$ cat config.mk
export PLATFORM = sky130hd
export DESIGN_NAME = mips_cpu_hilo_mult_ctrl_flat
export DESIGN_NICKNAME = d
export VERILOG_FILES = /design/src/rtl/mips_cpu_hilo_mult_ctrl_if.sv /design/src/rtl/mips_cpu_hilo_mult_ctrl.sv /design/src/flat_wrapper.sv
export SDC_FILE = /design/constraint.sdc
export NUM_CORES = 1
export LEC_CHECK = 0
export BUFFER_PORTS_ARGS = -buffer_cell sky130_fd_sc_hd__buf_2
export CORE_MARGIN = 2
export CORE_UTILIZATION = 47
export DETAILED_ROUTE_END_ITERATION = 8
export PLACE_DENSITY = 0.81
export SYNTH_ARGS = -nofsm -noshare
export SYNTH_HDL_FRONTEND = slang
export SYNTH_SLANG_ARGS = --single-unit
export TNS_END_PERCENT = 100
$ cat constraint.sdc
create_clock -name clk -period 1.97 [get_ports clk]
set_input_delay 0.0985 -clock clk [delete_from_list [all_inputs] [get_ports clk]]
set_output_delay 0.0985 -clock clk [all_outputs]
set_load 0.01 [all_outputs]
$ cat src/rtl/mips_cpu_hilo_mult_ctrl_if.sv
// Execute-stage / multiplier bundle for the HI/LO multiply sequencer.
// The slave modport is the sequencer; the master side is its environment.
interface mips_cpu_hilo_mult_ctrl_if;
    logic        op_valid;
    logic [1:0]  op_code;
    logic [31:0] rs_data;
    logic [31:0] rt_data;
    logic        read_hi;
    logic        read_lo;
    logic        stall;
    logic        busy;
    logic [31:0] hi;
    logic [31:0] lo;
    logic [31:0] mul_a;
    logic [31:0] mul_b;
    logic        mul_sign;
    logic [63:0] mul_product;

    modport master (
        output op_valid, op_code, rs_data, rt_data, read_hi, read_lo, mul_product,
        input  stall, busy, hi, lo, mul_a, mul_b, mul_sign
    );

    modport slave (
        input  op_valid, op_code, rs_data, rt_data, read_hi, read_lo, mul_product,
        output stall, busy, hi, lo, mul_a, mul_b, mul_sign
    );
endinterface

$ cat src/rtl/mips_cpu_hilo_mult_ctrl.sv
// HI/LO register owner and sequencer for a fixed-latency external multiplier.
// Operands are held for the whole run; the product lands in HI/LO on the last RUN edge.
module mips_cpu_hilo_mult_ctrl #(
    parameter int unsigned MUL_LATENCY = 2
) (
    input  logic                       clk,
    input  logic                       reset_n,
    mips_cpu_hilo_mult_ctrl_if.slave   bus
);
    typedef enum logic [0:0] {
        ST_IDLE = 1'b0,
        ST_RUN  = 1'b1
    } state_t;

    localparam logic [3:0] LAT_C = 4'(MUL_LATENCY);

    state_t      state_q, state_d;
    logic [3:0]  cnt_q, cnt_d;
    logic        busy_q, busy_d;
    logic [31:0] hi_q, hi_d;
    logic [31:0] lo_q, lo_d;
    logic [31:0] mul_a_q, mul_a_d;
    logic [31:0] mul_b_q, mul_b_d;
    logic        mul_sign_q, mul_sign_d;
    logic        stall_s;

    // State and datapath registers.
    always_ff @(posedge clk or negedge reset_n) begin
        if (!reset_n) begin
            state_q    <= ST_IDLE;
            cnt_q      <= 4'd0;
            busy_q     <= 1'b0;
            hi_q       <= 32'd0;
            lo_q       <= 32'd0;
            mul_a_q    <= 32'd0;
            mul_b_q    <= 32'd0;
            mul_sign_q <= 1'b0;
        end else begin
            state_q    <= state_d;
            cnt_q      <= cnt_d;
            busy_q     <= busy_d;
            hi_q       <= hi_d;
            lo_q       <= lo_d;
            mul_a_q    <= mul_a_d;
            mul_b_q    <= mul_b_d;
            mul_sign_q <= mul_sign_d;
        end
    end

    // Next-state: accept ops in IDLE, count down in RUN and write back the product.
    always_comb begin
        state_d    = state_q;
        cnt_d      = cnt_q;
        busy_d     = busy_q;
        hi_d       = hi_q;
        lo_d       = lo_q;
        mul_a_d    = mul_a_q;
        mul_b_d    = mul_b_q;
        mul_sign_d = mul_sign_q;
        case (state_q)
            ST_IDLE: begin
                if (bus.op_valid) begin
                    case (bus.op_code)
                        2'b00, 2'b01: begin
                            mul_a_d    = bus.rs_data;
                            mul_b_d    = bus.rt_data;
                            mul_sign_d = (bus.op_code == 2'b00);
                            cnt_d      = LAT_C;
                            busy_d     = 1'b1;
                            state_d    = ST_RUN;
                        end
                        2'b10:   hi_d = bus.rs_data;
                        2'b11:   lo_d = bus.rs_data;
                        default: state_d = ST_IDLE;
                    endcase
                end else begin
                    state_d = ST_IDLE;
                end
            end
            ST_RUN: begin
                cnt_d = cnt_q - 4'd1;
                // A zero count can only come from corruption; finish rather than wrap.
                if (cnt_q <= 4'd1) begin
                    hi_d    = bus.mul_product[63:32];
                    lo_d    = bus.mul_product[31:0];
                    busy_d  = 1'b0;
                    cnt_d   = 4'd0;
                    state_d = ST_IDLE;
                end else begin
                    busy_d = 1'b1;
                end
            end
            default: begin
                state_d = ST_IDLE;
                cnt_d   = 4'd0;
                busy_d  = 1'b0;
            end
        endcase
    end

    // HI/LO are stale for every RUN cycle, so any consumer or new op must wait.
    always_comb begin
        stall_s = busy_q & (bus.op_valid | bus.read_hi | bus.read_lo);
    end

    assign bus.stall    = stall_s;
    assign bus.busy     = busy_q;
    assign bus.hi       = hi_q;
    assign bus.lo       = lo_q;
    assign bus.mul_a    = mul_a_q;
    assign bus.mul_b    = mul_b_q;
    assign bus.mul_sign = mul_sign_q;
endmodule

$ cat src/flat_wrapper.sv
// flat-port wrapper written by rule: the top's interface ports become plain ports
module mips_cpu_hilo_mult_ctrl_flat 
#(
    parameter int unsigned MUL_LATENCY = 2
)
  (clk, reset_n, bus_op_valid, bus_op_code, bus_rs_data, bus_rt_data, bus_read_hi, bus_read_lo, bus_mul_product, bus_stall, bus_busy, bus_hi, bus_lo, bus_mul_a, bus_mul_b, bus_mul_sign);
  mips_cpu_hilo_mult_ctrl_if bus_i ();
  input  logic clk;
  input  logic reset_n;
  input wire logic [$bits(bus_i.op_valid)-1:0] bus_op_valid;
  input wire logic [$bits(bus_i.op_code)-1:0] bus_op_code;
  input wire logic [$bits(bus_i.rs_data)-1:0] bus_rs_data;
  input wire logic [$bits(bus_i.rt_data)-1:0] bus_rt_data;
  input wire logic [$bits(bus_i.read_hi)-1:0] bus_read_hi;
  input wire logic [$bits(bus_i.read_lo)-1:0] bus_read_lo;
  input wire logic [$bits(bus_i.mul_product)-1:0] bus_mul_product;
  output wire logic [$bits(bus_i.stall)-1:0] bus_stall;
  output wire logic [$bits(bus_i.busy)-1:0] bus_busy;
  output wire logic [$bits(bus_i.hi)-1:0] bus_hi;
  output wire logic [$bits(bus_i.lo)-1:0] bus_lo;
  output wire logic [$bits(bus_i.mul_a)-1:0] bus_mul_a;
  output wire logic [$bits(bus_i.mul_b)-1:0] bus_mul_b;
  output wire logic [$bits(bus_i.mul_sign)-1:0] bus_mul_sign;
  assign bus_i.op_valid = bus_op_valid;
  assign bus_i.op_code = bus_op_code;
  assign bus_i.rs_data = bus_rs_data;
  assign bus_i.rt_data = bus_rt_data;
  assign bus_i.read_hi = bus_read_hi;
  assign bus_i.read_lo = bus_read_lo;
  assign bus_i.mul_product = bus_mul_product;
  assign bus_stall = bus_i.stall;
  assign bus_busy = bus_i.busy;
  assign bus_hi = bus_i.hi;
  assign bus_lo = bus_i.lo;
  assign bus_mul_a = bus_i.mul_a;
  assign bus_mul_b = bus_i.mul_b;
  assign bus_mul_sign = bus_i.mul_sign;
  mips_cpu_hilo_mult_ctrl #(.MUL_LATENCY(MUL_LATENCY)) u_core (.clk(clk), .reset_n(reset_n), .bus(bus_i));
endmodule
==> run metrics <==
status=finished, final reports clean; average cell area after synthesis=9.103 µm²; share of cells above drive strength 1=31.04%; Post-DP Area=7079 µm²; drt via density=5.093; setup TNS=0 ns; fin crit share=91.91%; H-tree Lvls=4; clock sinks=135; Tmin final=1.811 ns; Chip Width=113.6 µm; LEAKAGE=4.687 nW; global route overflow=0; critical path, cell by cell=inv_1, ha_1, or2_1, a31oi_4, buf_12, nand2_1, o21ai_1; PwrDens=1505 nW/µm²; Worst slew margin=49.63%; first-pass GRT wire length=29,710 µm; Tightest Pin Transition=0.7556 ns; peak supply drop=0.7412 mV; Flop pwr share=36.2%; Ys Warns=0; Area Overhead vs Synth=56.24%; ant diodes=0; Design Area, Final=8818 µm²; Setup Skew=0.009438 ns; Top-Level Pins=266; FF-to-FF End=u_core.bus.hi[15]; hold endpoint=u_core.bus.lo[2]; DP Wirelength=10,650 µm; CP Max Fanout=36; WL final=18,870 µm; Clock Pin Slew Worst Setup and Hold Paths=0.06 ns; number of global-route vias before repair=6,110; Syn Nets=757; FF+latch count, synth=135; Worst-Skew Late Latency=0.41 ns; root buf cell=clkbuf_16; Nets=1,126; total core area=11,860 µm²; Synth cell types=26; Clock Power Share=24.3%; Req. time, crit path=2.29 ns; vias post-DR=5,852; number of max-cap violations=0; DRT Pass-1 Iters=5; CP Data Arrival Time=2.13 ns; largest net degree at the start of global routing=136; final hold vios=0; RSZ-0062 raised after global routing=false; routed len/inst=16.42 µm; instance count of the mapped netlist=620; combinational share of power=39.5%; register-to-register setup slack=0.16 ns; NetSw=5.080 mW; starting DRC count in detailed routing=382; Post-CTS Resized=0; I/O Buffers=265; CTS tree=done; Crit. End Element=flop; commonest non-fill, non-tap cells in the layout=buf_2 (264), nand2_1 (262), dfrtp_1 (134); post-route ant nets=0; Cell Area, Synth=5644 µm²; DRC=0; crit path kind=flop to flop; Slowest cell on crit path=dfrtp_1; cts hold-fix bufs=113; number of buffers created by CTS=17; Reg2Reg Depth=7; Hold Path Stages=3; Max Slew Vio Count=0; global placer's final weighted congestion=0.8589; initial core utilization=47.58%; CP peak stage delay=0.40 ns; hold_sp=bus_mul_product[2]; Worst setup SP type=flop; worst r2r src=u_core.cnt_q[0]; die height=113.6 µm; HP Class=input port to flop; Net Sw Frac=38.28%; Seq/Total Area, Yosys=59.85%; most common cell after layout, fill and taps aside=buf_2; Finish-stage setup viols=0; row cnt=40; critical path startpoint=u_core.cnt_q[0]; Int Pwr=8.190 mW; total die area=12,900 µm²; fmax=0.5523 GHz; initial antenna violation count=0; Setup Fix Bufs, Post-CTS=0; gr usage total=29.78%; CTS max path bufs=2
[final cells by class]
type / instances / area, µm²
clock buffers: 20 / 456.7
clock inverters: 12 / 151.4
fillers: 808 / 3043
inverters: 3 / 11.26
multi-input cells: 444 / 2032
flip-flops and latches: 135 / 3382
well taps: 147 / 183.9
repair buffers: 388 / 2601
[cells by family (layout without fill, tap and decap cells)]
| family | Yosys count | in the layout | synth area share [%] |
|---|---|---|---|
| AO/OA/AOI/OAI | 139 | 139 | 13.23 |
| multiplexers | 1 | 1 | 0.1774 |
| buffers and inverters | 41 | 423 | 4.234 |
| AND/OR/NAND/NOR | 301 | 301 | 21.90 |
| XOR/XNOR | 1 | 1 | 0.1552 |
| adder cells (fa/ha/maj) | 2 | 2 | 0.4433 |
| flip-flops | 135 | 135 | 59.85 |
[registers in the layout, summed over array words and instances (netlist names)]
register,flops
u_core.bus.hi,32
u_core.bus.mul_b,32
u_core.cnt_q,4
u_core.bus.lo,32
u_core.state_q,1
u_core.bus.mul_sign,1
u_core.bus.busy,1
u_core.bus.mul_a,32
[how the worst max path moves through the flow]
stage,endpoint,slack (ns),cells after the start
final,u_core.bus.hi[15],0.16,7
after global routing,u_core.bus.hi[15],0.04,7
after CTS,u_core.bus.lo[5],0.19,6
after detailed placement,u_core.bus.lo[5],0.20,6
after global placement,u_core.bus.lo[31],0.28,6
after floorplan,u_core.bus.lo[0],0.32,6
[through the flow]
stage / instances / worst slack (ns) / power (mW) / utilization, % / hold slack [ns]
2_1_floorplan: 620 / 0.3238 / 7.644 / - / -0.1971
3_3_place_gp: 1004 / 0.2803 / 9.532 / 59.68 / 0.2601
3_5_place_dp: 1004 / 0.2041 / 9.736 / 59.68 / 0.2619
4_1_cts: 1149 / 0.1904 / 13.17 / 74.35 / 0.0005914
5_1_grt: 1149 / 0.04351 / 14.14 / 74.35 / 0.01581
6_report: 1149 / 0.1594 / 13.27 / 74.35 / 0.008174
[critical path: cells and delay by family, from the launching register on]
kind	cells	cell delay [ns]
and+or+nand+nor	2	0.42
DFF	1	0.40
adders and majority gates	1	0.21
buffers and inverters	2	0.28
AOI/OAI and AO/OA	2	0.40
[synthesized netlist by cell type, drive strengths merged]
master | number | area share [%]
nand2 | 262 | 17
dfrtp | 135 | 60
o21ai | 67 | 5.9
a21oi | 65 | 5.8
nor2b | 32 | 3.5
buf | 30 | 3.5
clkbuf | 8 | 0.53
inv | 3 | 0.20
a22o | 2 | 0.31
a31oi | 2 | 0.75
ha | 2 | 0.44
a21bo | 1 | 0.18
a21o | 1 | 0.13
and4b | 1 | 0.18
and4bb | 1 | 0.22
mux2i | 1 | 0.18
nand3b | 1 | 0.13
nor2 | 1 | 0.066
nor3 | 1 | 0.089
nor3b | 1 | 0.13
o31a | 1 | 0.16
or2 | 1 | 0.11
xnor2 | 1 | 0.16
[metal layers]
layer / wire length (µm) / GRT usage, % / part of all wire, %
met5: 0 / 0 / 0
met2: 9433 / 51.10 / 50
met4: 913 / 18.29 / 4.8
met3: 1451 / 8.077 / 7.7
met1: 7071 / 33.03 / 37
[power by group through the flow]
stage / combinational (mW) / clock (mW) / sequential [mW]
after global routing: 5.78 / 3.42 / 4.95
after CTS: 5.13 / 3.28 / 4.76
after floorplan: 2.36 / 0 / 5.28
after global placement: 4.78 / 0 / 4.75
after detailed placement: 4.96 / 0 / 4.78
final: 5.24 / 3.22 / 4.81
Note: power is estimated with default switching activity, not from simulation.
